File: config.mk
export PLATFORM = sky130hd
export DESIGN_NAME = if_fetch_unit
export DESIGN_NICKNAME = d
export VERILOG_FILES = /design/src/rtl/if_pkg.sv /design/src/rtl/if_fetch_queue.sv /design/src/rtl/if_fetch_unit.sv
export SDC_FILE = /design/constraint.sdc
export NUM_CORES = 1
export LEC_CHECK = 0
export BUFFER_PORTS_ARGS = -buffer_cell sky130_fd_sc_hd__clkbuf_2
export CAP_MARGIN = 20
export CELL_PAD_IN_SITES_DETAIL_PLACEMENT = 0
export CELL_PAD_IN_SITES_GLOBAL_PLACEMENT = 1
export CORE_MARGIN = 2
export CORE_UTILIZATION = 39
export DETAILED_ROUTE_END_ITERATION = 7
export GPL_TIMING_DRIVEN = 0
export PLACE_DENSITY = 0.74
export RECOVER_POWER = 100
export SYNTH_ARGS = -nofsm -noshare
export SYNTH_HDL_FRONTEND = slang
export SYNTH_SLANG_ARGS = --single-unit
File: constraint.sdc
create_clock -name clk -period 4.6 [get_ports clk]
set_input_delay 0.92 -clock clk [delete_from_list [all_inputs] [get_ports clk]]
set_output_delay 0.92 -clock clk [all_outputs]
set_load 0.005 [all_outputs]
File: src/rtl/if_pkg.sv
// Shared types for the instruction-fetch stage: FSM states, default widths,
// queue-entry layout and a saturating adder for the optional perf counters.
package if_pkg;

   localparam int IF_ADDR_W  = 32;
   localparam int IF_INSTR_W = 32;

   typedef enum logic [0:0] {
      RUN   = 1'b0,
      DRAIN = 1'b1
   } fetch_state_e;

   typedef struct packed {
      logic [IF_ADDR_W-1:0]  pc;
      logic [IF_INSTR_W-1:0] instr;
   } if_entry_t;

   function automatic logic [31:0] sat_add32(input logic [31:0] a, input logic [31:0] b);
      logic [32:0] sum;
      sum = {1'b0, a} + {1'b0, b};
      return sum[32] ? 32'hFFFF_FFFF : sum[31:0];
   endfunction

endpackage

File: src/rtl/if_fetch_queue.sv
// Synchronous DEPTH-entry FIFO; push visible at head one cycle later, no bypass.
// Flush wins over push/pop; the caller must never push when full or pop when empty.
module if_fetch_queue #(
   parameter int DEPTH = 4,
   parameter int WIDTH = 64
) (
   input  logic                       clk,
   input  logic                       rst,
   input  logic                       flush_i,
   input  logic                       push_i,
   input  logic [WIDTH-1:0]           push_dat_i,
   input  logic                       pop_i,
   output logic [WIDTH-1:0]           head_dat_o,
   output logic [$clog2(DEPTH):0]     count_o,
   output logic                       full_o,
   output logic                       empty_o
);

   localparam int PTR_W = $clog2(DEPTH);
   localparam int CNT_W = PTR_W + 1;

   logic [WIDTH-1:0] mem_q [DEPTH];
   logic [PTR_W-1:0] wr_ptr_q, rd_ptr_q;
   logic [CNT_W-1:0] count_q;

   always_ff @(posedge clk) begin
      if (rst || flush_i) begin
         wr_ptr_q <= '0;
         rd_ptr_q <= '0;
         count_q  <= '0;
      end else begin
         if (push_i) wr_ptr_q <= wr_ptr_q + 1'b1;
         if (pop_i)  rd_ptr_q <= rd_ptr_q + 1'b1;
         count_q <= count_q + CNT_W'(push_i) - CNT_W'(pop_i);
      end
   end

   // Storage needs no reset: count_q gates every read of it.
   always_ff @(posedge clk) begin
      if (!rst && !flush_i && push_i) mem_q[wr_ptr_q] <= push_dat_i;
   end

   assign head_dat_o = mem_q[rd_ptr_q];
   assign count_o    = count_q;
   assign full_o     = (count_q == CNT_W'(DEPTH));
   assign empty_o    = (count_q == '0);

endmodule

File: src/rtl/if_fetch_unit.sv
// Fetch stage: up to DEPTH fetches in flight, response reaches ID one cycle later; freeze holds the head,
// issue stops when queued+in-flight reaches DEPTH, redirects flush and drain stale responses. IF_PERF_CNT_EN adds perf counters.
module if_fetch_unit
   import if_pkg::*;
#(
   parameter int                ADDR_W   = IF_ADDR_W,
   parameter int                INSTR_W  = IF_INSTR_W,
   parameter int                PC_STEP  = 1,
   parameter int                DEPTH    = 4,
   parameter logic [ADDR_W-1:0] RESET_PC = '0
) (
   input  logic               clk,
   input  logic               rst,
   input  logic               freeze,
   input  logic               branch_taken,
   input  logic [ADDR_W-1:0]  branch_addr,
   output logic               imem_req_valid,
   input  logic               imem_req_ready,
   output logic [ADDR_W-1:0]  imem_req_addr,
   input  logic               imem_rsp_valid,
   input  logic [INSTR_W-1:0] imem_rsp_data,
   output logic               if_valid,
   output logic [ADDR_W-1:0]  if_pc,
   output logic [INSTR_W-1:0] if_instr
`ifdef IF_PERF_CNT_EN
   ,
   output logic [31:0]        perf_fetched,
   output logic [31:0]        perf_flushed,
   output logic [31:0]        perf_stall
`endif
);

   localparam int                CNT_W = $clog2(DEPTH) + 1;
   localparam logic [ADDR_W-1:0] STEP  = ADDR_W'(PC_STEP);

   typedef struct packed {
      logic [ADDR_W-1:0]  pc;
      logic [INSTR_W-1:0] instr;
   } q_entry_t;

   fetch_state_e      state_q;
   logic [ADDR_W-1:0] fetch_pc_q, fetch_pc_d;
   logic [ADDR_W-1:0] rsp_pc_q, rsp_pc_d;
   logic [CNT_W-1:0]  outst_q, outst_d;
   logic [CNT_W-1:0]  drop_q, drop_d;
   logic              init_q;

   logic [CNT_W-1:0]  q_count;
   logic              q_full, q_empty;
   logic              push, pop, req_acc;
   logic [CNT_W:0]    credit_used;
   q_entry_t          push_ent, head_ent;

   // init_q keeps requests off for the first cycle after reset.
   assign credit_used    = {1'b0, q_count} + {1'b0, outst_q};
   assign imem_req_valid = ~rst & ~init_q & (state_q == RUN) & ~branch_taken
                           & (credit_used < (CNT_W+1)'(DEPTH));
   assign imem_req_addr  = fetch_pc_q;
   assign req_acc        = imem_req_valid & imem_req_ready;

   assign push     = (state_q == RUN) & imem_rsp_valid & ~branch_taken;
   assign if_valid = ~rst & ~q_empty;
   assign pop      = if_valid & ~freeze & ~branch_taken;
   assign if_pc    = if_valid ? head_ent.pc    : '0;
   assign if_instr = if_valid ? head_ent.instr : '0;

   // rsp_pc_q tracks the fetch address of the oldest outstanding request.
   assign push_ent.pc    = rsp_pc_q + STEP;
   assign push_ent.instr = imem_rsp_data;

   always_comb begin
      outst_d    = outst_q + CNT_W'(req_acc) - CNT_W'(imem_rsp_valid);
      fetch_pc_d = fetch_pc_q;
      rsp_pc_d   = rsp_pc_q;
      drop_d     = drop_q;
      if (branch_taken) begin
         fetch_pc_d = branch_addr;
         rsp_pc_d   = branch_addr;
      end else begin
         if (req_acc) fetch_pc_d = fetch_pc_q + STEP;
         if (push)    rsp_pc_d   = rsp_pc_q + STEP;
      end
      if (state_q == DRAIN)  drop_d = drop_q - CNT_W'(imem_rsp_valid);
      else if (branch_taken) drop_d = outst_d;
   end

   always_ff @(posedge clk) begin
      if (rst) begin
         state_q    <= RUN;
         fetch_pc_q <= RESET_PC;
         rsp_pc_q   <= RESET_PC;
         outst_q    <= '0;
         drop_q     <= '0;
         init_q     <= 1'b1;
      end else begin
         init_q     <= 1'b0;
         fetch_pc_q <= fetch_pc_d;
         rsp_pc_q   <= rsp_pc_d;
         outst_q    <= outst_d;
         drop_q     <= drop_d;
         case (state_q)
            RUN:     if (branch_taken && outst_d != '0) state_q <= DRAIN;
            DRAIN:   if (drop_d == '0) state_q <= RUN;
            default: state_q <= RUN;
         endcase
      end
   end

   if_fetch_queue #(
      .DEPTH (DEPTH),
      .WIDTH (ADDR_W + INSTR_W)
   ) u_queue (
      .clk        (clk),
      .rst        (rst),
      .flush_i    (branch_taken),
      .push_i     (push),
      .push_dat_i (push_ent),
      .pop_i      (pop),
      .head_dat_o (head_ent),
      .count_o    (q_count),
      .full_o     (q_full),
      .empty_o    (q_empty)
   );

   // Credit accounting must make this impossible.
   assert property (@(posedge clk) disable iff (rst) !(push && q_full));

`ifdef IF_PERF_CNT_EN
   logic [31:0] perf_fetched_q, perf_flushed_q, perf_stall_q;
   logic [31:0] flush_inc;

   always_comb begin
      flush_inc = (branch_taken ? 32'(q_count) : 32'd0)
                + 32'(imem_rsp_valid & (branch_taken | (state_q == DRAIN)));
   end

   always_ff @(posedge clk) begin
      if (rst) begin
         perf_fetched_q <= '0;
         perf_flushed_q <= '0;
         perf_stall_q   <= '0;
      end else begin
         perf_fetched_q <= sat_add32(perf_fetched_q, 32'(push));
         perf_flushed_q <= sat_add32(perf_flushed_q, flush_inc);
         perf_stall_q   <= sat_add32(perf_stall_q, 32'(if_valid & freeze));
      end
   end

   assign perf_fetched = perf_fetched_q;
   assign perf_flushed = perf_flushed_q;
   assign perf_stall   = perf_stall_q;
`endif

endmodule

Word level (Yosys, flattened, before mapping)
Memories as Yosys holds them, arrays and structs flattened. A register that Yosys moved wholly into a read port is not among the register bits.
Index checks and enable logic that the tools add are counted.
- add/subtract/negate cells: 10
- bitwise gates (word level): 16
- magnitude comparators: 1
- multiplexer cells: 16
- reduce and logical (&&, ||, !) cells: 11
- operator list (kind ; number):
    two-way mux 32 bit ; 6
    adder 32 x 1 -> 32 bit, second input constant ; 2
    bitwise AND 1 bit ; 10
    subtractor 3 x 1 -> 3 bit ; 3
    adder 3 x 1 -> 3 bit ; 2
    zero test 3 bit ; 2
    two-way mux 3 bit ; 2
    NOT 1 bit ; 6
    two-way mux 1 bit ; 5
    adder 2 x 1 -> 2 bit, second input constant ; 2
    adder 3 x 3 -> 4 bit ; 1
    < comparator 4 x 3 -> 1 bit, second input constant ; 1
    two-way mux 2 bit ; 2
    nonzero test 2 bit ; 2
    logical AND 1 bit ; 3
    nonzero test 3 bit ; 1
    zero test 1 bit ; 2
    one-hot mux 1 bit (2 select lines) ; 1
    logical OR 1 bit ; 1
- output and inout bits: 98
- RAM bits: 256
- bits of input ports: 70
- word-level logic and storage cells: 64
- flip-flop bits (word level): 79
- memories kept: 1
- memories (memory ; depth ; width ; rd ports ; clocked after Yosys merged registers in ; wr ports ; line ; RTL):
    u_queue.mem_q ; 4 ; 64 ; 1 ; 1 ; 1 ; if_fetch_queue.sv:22 ; logic [WIDTH-1:0] mem_q [DEPTH];

Depth between registers and ports, before layout
Gate-level depths: netlist of run 1.
- depth after elaboration: 13
- gate-level depth with buffers: 12
- gate-level depth less buffers: 12

By module
From an unflattened synthesis of run 1, not the netlist that was laid out.
- cells, all modules: 1019
- area total of the unflattened synthesis: 14641.5 µm²
- by module, submodules not included (module ; seq. area each (µm²) ; area an instance (µm²) ; times used ; cells an instance):
    if_fetch_queue ; 7867.5 ; 9763.1 ; 1 ; 379
    if_fetch_unit ; 1441.4 ; 4878.4 ; 1 ; 640

Worst setup path before layout of run 1
OpenSTA, ideal clock, no wires.
- path kind: in2reg
- start point: input port imem_rsp_valid
- end point: memory u_queue.mem_q[0][0] (enable)
- data required time: 4.171 ns
- arrival time: 3.142 ns
- path buffers: 2
- library setup time: 0.429 ns
- stages on the path: 4
- setup slack: 1.029 ns
- cells stage by stage: nor2b_1 > clkbuf_1 > clkbuf_1 > and3_1
- longest elaborated chain between the ends: 5
- RTL lines (item ; line ; RTL):
    start: declaration ; if_fetch_unit.sv:20 ; input logic imem_rsp_valid,
    bitwise AND 1 bit (2 in a row) ; if_fetch_unit.sv:61 ; assign push = (state_q == RUN) & imem_rsp_valid & ~branch_taken;
    logical AND 1 bit ; if_fetch_queue.sv:40 ; if (!rst && !flush_i && push_i) mem_q[wr_ptr_q] <= push_dat_i;
    two-way mux 1 bit ; if_fetch_queue.sv:40 ;
    two-way mux 1 bit (implied by the code) ; if_fetch_queue.sv:40 ;
    end: declaration ; if_fetch_queue.sv:22 ;
No other way between the ends.

Worst setup path after layout of run 1
- start point: input port imem_rsp_valid
- end point: memory u_queue.mem_q[2][47] (enable)
Same word-level chain as after synthesis.

==> flow_summary.yaml, run 1 <==
synthesis:
  ys_ff_latch: 337
  yosys.area.top_type: "edfxtp_1"
  synth_fp_nets: 1113
  ys_async_sr_fraction: 0
  yosys.area_share.simple: 0.129
  synth_compound_area_frac: 0.0494
  synth_edf_count: 256
  synthAdderAreaFrac: 0.0147
  synth_top_family_by_area: "simple AND/OR/NAND/NOR gates"
  synthFlopType: "edfxtp_1"
  yosys.area_share.xor_xnor: 0.0461
  synth_top_area_frac: 0.526
  ys_seq_area_frac: 0.637
  ys_top_cells_by_area: "edfxtp_1, dfxtp_1, mux4_2, xnor2_1, and2_1"
  synthCells: 1027
  yosys_warnings: 0
  synth.cell_area_um2: 14600
  synth_cell_types: 59
  yosys-mux-area-fraction: 0.100
  syn_avg_cell_area_um2: 14.2
cts:
  post_cts_buffers: 0
  cts_resized: 0
  cts_num_sinks: 337
  cts_htree_levels: 2
  clock_path_buffers: 3
  insertion_delay_ps: 520
  clk_pin_slew_ps: 50
  ctsHoldBuffers: 0
  ctsRootBufferMaster: "clkbuf_16"
  cts_tree: "built"
  numCtsBuffers: 37
sta:
  tightest_slew_ps: 1770
  max_freq_mhz: 246
  fin_tns_setup_ps: 0
  hold_viol_final: 0
  setup_viol: 0
  clock_skew_ps: 11.5
  post-route-period-util: 0.884
  hold_slack_ps: 505
  finalCriticalPeriod_ps: 4060
  report.final.slew_viol_count: 128
  rsz0062_at_grt: "false"
  slew_headroom: -0.179
worst_setup_path:
  crit_required_ps: 4710
  critPathKind: "input pin to flop"
  cp_max_fo: 54
  worstPathCellList: "clkbuf_1, nor2b_1, clkbuf_1, clkbuf_1, and3_1, clkbuf_2"
  start_kind: "input pin"
  worstSetupEndpointType: "flop"
  r2r_start: "state_q$_SDFF_PP0_"
  worst_path_largest_cell_delay_ps: 1260
  rr_endpoint: "u_queue.mem_q[2][47]$_DFFE_PP_"
  cpMaxStageDelayCell: "clkbuf_2"
  cp.arrival_ps: 4170
  r2r_cells: 5
  r2r_slack_ps: 960
  cpMostUsedCell: "clkbuf_1"
power:
  p_leak_nw: 5.74
  vdd_ir_drop_max_mv: 0.236
  p_comb_frac: 0.067
  pwr-share-seq: 0.512
  switching_share: 0.226
  p_switching_mw: 1.51
  clockPowerShare: 0.421
  p_per_area_nw_per_um2: 391
  p_int_mw: 5.19
die:
  rows: 70
  die_h_um: 198
  initial_utilization: 0.397
  die-area_um2: 39100
  io_pins: 168
  core_area_um2: 36800
  dieWidth_um: 198
placed_design:
  port_buffers: 167
  gp_congestion: 0.922
  placed_area_um2: 16200
  dp.cells: 1666
  hpwl_um: 24600
layout:
  drive_above_1_share: 0.187
  area_delta_synth_final_pct: 17.2
  layout_common_cells: "edfxtp_1, clkbuf_1, clkbuf_2, dfxtp_1, mux4_2"
  final_nets: 1323
  antenna_cells: 0
  final_common_cell: "edfxtp_1"
  design_area_um2: 17100
  fin_cells: 1733
  fill_cells: 3348
worst_hold_path:
  min-delay-start: "u_queue.wr_ptr_q[1]$_SDFFE_PP0P_"
  whs_path_depth: 2
  hold_path.class: "flop to flop"
  whs_endpoint: "u_queue.wr_ptr_q[1]$_SDFFE_PP0P_"
grt:
  antenna_found_initial: 0
  grtUsageTotal: 0.180
  grt_max_degree: 55
  grt.overflow.total: 0
  grt_pass1_vias: 9233
  grt_pass1_wl_um: 53900
run:
  cap_violations: 4
route:
  drtPass1Iterations: 5
  vias_per_cell: 5.34
  drt-initial-drc-count: 505
  antenna_left: 0
  wl_per_cell_um: 20.3
  drt-total-wl_um: 35100
  num_vias: 9261
  drc: 0
run_status:
  status: "complete, but fails checks"
  violations: "capacitance limit, slew limit"
per-stage QoR:
step | power [mW] | util | worst slack, ps
finish | 6.70 | 0.466 | 536
global route | 6.93 | 0.466 | 346
CTS | 6.77 | 0.470 | 745
detailed placement | 3.95 | 0.439 | 770
global placement | 3.94 | 0.436 | -872
floorplan | 3.75 | - | 1030
worst max-delay path by stage:
stage	startpoint	end	slack [ps]	cells past startpoint
final	imem_rsp_valid	u_queue.mem_q[2][47]$_DFFE_PP_	540	6
after detailed placement	rst	if_pc[24]	770	7
after global placement	imem_rsp_valid	u_queue.mem_q[3][51]$_DFFE_PP_	-870	5
after floorplan	imem_rsp_valid	u_queue.mem_q[0][0]$_DFFE_PP_	1030	4
after global routing	imem_rsp_valid	u_queue.mem_q[2][47]$_DFFE_PP_	350	6
after CTS	rst	if_pc[24]	740	7
layout make-up:
| type | instances | area [µm²] | area share |
|---|---|---|---|
| Clock inverter | 22 | 186 | 0.0109 |
| Multi-Input combinational cell | 602 | 4940 | 0.288 |
| Sequential cell | 337 | 9310 | 0.543 |
| Inverter | 29 | 109 | 0.00635 |
| Buffer | 59 | 231 | 0.0135 |
| Tap cell | 468 | 586 | 0.0342 |
| Clock buffer | 45 | 956 | 0.0558 |
| Timing Repair Buffer | 171 | 827 | 0.0483 |
power groups by stage:
| stage | combinational [mW] | clock [mW] | sequential [mW] |
|---|---|---|---|
| after detailed placement | 0.460 | 0 | 3.49 |
| after global routing | 0.496 | 3.00 | 3.44 |
| after floorplan | 0.276 | 0 | 3.48 |
| after CTS | 0.464 | 2.88 | 3.43 |
| final | 0.448 | 2.82 | 3.43 |
| after global placement | 0.448 | 0 | 3.49 |
routing by layer:
metal  vias up  track usage  routed length, µm
li1       4319            -                  -
met1      4523        0.259              16100
met2       358        0.280              15700
met3        61       0.0359               2610
met4         0       0.0465                707
met5         -            0                  0
registers in the layout (all words and copies together) (netlist names), 2 cells and up, named ones only:
signal	flops
drop_q	3
imem_req_addr	32
outst_q	3
rsp_pc_q	32
u_queue.count_o	3
u_queue.mem_q	256
u_queue.rd_ptr_q	2
u_queue.wr_ptr_q	2
logic make-up (layout without fill, tap and decap cells):
family	count (synthesis)	count (layout)
compound gates	106	106
mux	66	66
simple gates	337	337
xor+xnor	77	77
flops	337	337
buf+inv	88	326
fa+ha+maj	16	16
synth_stat cells (24+ instances only):
cell type and number:
a21boi_0 25, a21oi_1 24, and2_1 69, clkbuf_1 43, dfxtp_1 81, edfxtp_1 256, inv_1 29, mux4_2 64
nand2_1 54, nand3_1 32, nor2_1 53, nor3_1 27, xnor2_1 50, xor2_1 27
worst max-delay path: cells and delay by family:
| kind | cells | cell delay, ps |
|---|---|---|
| buffers and inverters | 4 | 2410 |
| AND/OR/NAND/NOR | 2 | 790 |
Note: power is estimated with default switching activity, not from simulation.
==> run 2, diff against run 1 <==
--- a/config.mk
+++ b/config.mk
@@ -10,10 +10,11 @@
 export CELL_PAD_IN_SITES_DETAIL_PLACEMENT = 0
 export CELL_PAD_IN_SITES_GLOBAL_PLACEMENT = 1
 export CORE_MARGIN = 2
-export CORE_UTILIZATION = 39
+export CORE_UTILIZATION = 48
 export DETAILED_ROUTE_END_ITERATION = 7
 export GPL_TIMING_DRIVEN = 0
-export PLACE_DENSITY = 0.74
+export MAX_ROUTING_LAYER = met4
+export PLACE_DENSITY = 0.87
 export RECOVER_POWER = 100
 export SYNTH_ARGS = -nofsm -noshare
 export SYNTH_HDL_FRONTEND = slang
==> run 2 against run 1 <==
  * The flow still finishes with violations (capacitance limit, slew limit)
  * Global-route usage is 4.3 points higher
  * Fmax is 3.7% higher
  * Highest routed layer unchanged
  * Cell count is 4.6% lower
==> flow_summary.yaml, run 2 (synthesis results as in run 1) <==
worst_setup_path:
  rr_endpoint: "drop_q[2]$_SDFF_PP0_"
  critPathKind: "flop to primary output"
  r2r_slack_ps: 1070
  r2r_start: "outst_q[2]$_SDFF_PP0_"
  cp.arrival_ps: 3000
  worstSetupEndpointType: "primary output"
  start_kind: "flop"
  cp_max_fo: 10
  crit_required_ps: 3680
  r2r_cells: 12
route:
  drc: 0
  drt-total-wl_um: 34100
  num_vias: 9469
  vias_per_cell: 5.73
  wl_per_cell_um: 20.6
  antenna_left: 0
  drt-initial-drc-count: 695
  drtPass1Iterations: 5
layout:
  area_delta_synth_final_pct: 16.7
  antenna_cells: 0
  fill_cells: 2428
  regMostFlops: "u_queue.mem_q"
  final_common_cell: "edfxtp_1"
  final_nets: 1322
  largest_register_ffs: 256
  drive_above_1_share: 0.188
  layout_common_cells: "edfxtp_1, clkbuf_1, clkbuf_2, dfxtp_1, mux4_2"
die:
  rows: 63
  io_pins: 168
  die-area_um2: 31900
  initial_utilization: 0.491
  die_h_um: 179
  dieWidth_um: 179
  core_area_um2: 29800
power:
  p_per_area_nw_per_um2: 394
  vdd_ir_drop_max_mv: 0.224
  p_leak_nw: 5.74
  finalPower_mw: 6.72
grt:
  grt_pass1_vias: 9334
  grt_pass1_wl_um: 52400
  antenna_found_initial: 0
  grtUsageTotal: 0.222
  grt_max_degree: 60
  grt.overflow.total: 0
sta:
  max_freq_mhz: 255
  hold_slack_ps: 513
  hold_viol_final: 0
  post-route-period-util: 0.852
  slew_headroom: -0.147
  tightest_slew_ps: 1720
  report.final.slew_viol_count: 120
  setup_viol: 0
  clock_skew_ps: 21.6
  rsz0062_at_grt: "false"
  finalCriticalPeriod_ps: 3920
cts:
  cts_resized: 0
  numCtsBuffers: 35
  cts_num_sinks: 337
  clock_path_buffers: 3
  clk_pin_slew_ps: 60
  insertion_delay_ps: 520
  cts_htree_levels: 2
  ctsRootBufferMaster: "clkbuf_16"
  cts_tree: "built"
  post_cts_buffers: 0
  ctsHoldBuffers: 0
placed_design:
  port_buffers: 167
  hpwl_um: 23200
  gp_congestion: 0.939
worst_hold_path:
  hold_path.class: "flop to flop"
  whs_path_depth: 2
  min-delay-start: "u_queue.wr_ptr_q[1]$_SDFFE_PP0P_"
  whs_endpoint: "u_queue.wr_ptr_q[1]$_SDFFE_PP0P_"
run_status:
  violations: "capacitance limit, slew limit"
  status: "complete, but fails checks"
run:
  cap_violations: 2
[run 2: cell types whose count changed in the layout (fill, tap and decap cells not counted), moves of 2 or more]
cell,previous run,this run
and2_0,37,46
inv_6,3,1
clkbuf_1,124,122
and2_1,32,23
buf_12,2,0
clkbuf_8,0,3
[run 2: critical path, cell delays in order, from the launching register on]
cell and delay [ps]:
dfxtp_1 300, clkbuf_1 500, clkbuf_1 750, mux4_2 600, and2_0 200, clkbuf_2 120
[run 2: worst max-delay path by stage]
stage	end	depth (start not counted)	slack (ps)	startpoint
2_1_floorplan	u_queue.mem_q[0][0]$_DFFE_PP_	4	1030	imem_rsp_valid
3_3_place_gp	u_queue.mem_q[0][10]$_DFFE_PP_	5	-600	imem_rsp_valid
3_5_place_dp	drop_q[2]$_SDFF_PP0_	13	780	branch_taken
4_1_cts	if_pc[24]	7	840	rst
5_1_grt	if_instr[23]	5	410	flop
6_report	if_instr[23]	5	680	flop
[run 2: metal layers]
layer | global-route usage | vias up | share of wire
met2 | 0.347 | 425 | 0.47
met4 | 0.0606 | 0 | 0.020
li1 | - | 4331 | -
met5 | - | - | 0
met1 | 0.304 | 4650 | 0.43
met3 | 0.0375 | 63 | 0.081
[run 2: final cells by class]
cell class | instances | area, µm² | share of cell area
plain buffers | 59 | 231 | 0.0136
clock buffers | 42 | 953 | 0.0559
clock inverters | 22 | 215 | 0.0126
inverters | 29 | 109 | 0.00638
multi-input cells | 602 | 4940 | 0.289
flip-flops and latches | 337 | 9310 | 0.546
well taps | 390 | 488 | 0.0286
repair buffers | 172 | 822 | 0.0482
[run 2: stage by stage]
step,setup TNS [ps],std cells,setup slack (ps),util,instance area (µm²)
global placement,-147730,1584,-602,0.535,15900
floorplan,0,1027,1030,-,14600
detailed placement,0,1588,775,0.539,16100
CTS,0,1652,845,0.579,17200
finish,0,1653,682,0.573,17100
global route,0,1653,412,0.573,17100
[run 2: power breakdown]
group | leakage, nW | switching, mW | internal, mW
clock network | 0.581 | 1.13 | 1.71
registers | 3.00 | 0.0697 | 3.36
logic | 2.16 | 0.272 | 0.173
total | 5.74 | 1.48 | 5.24
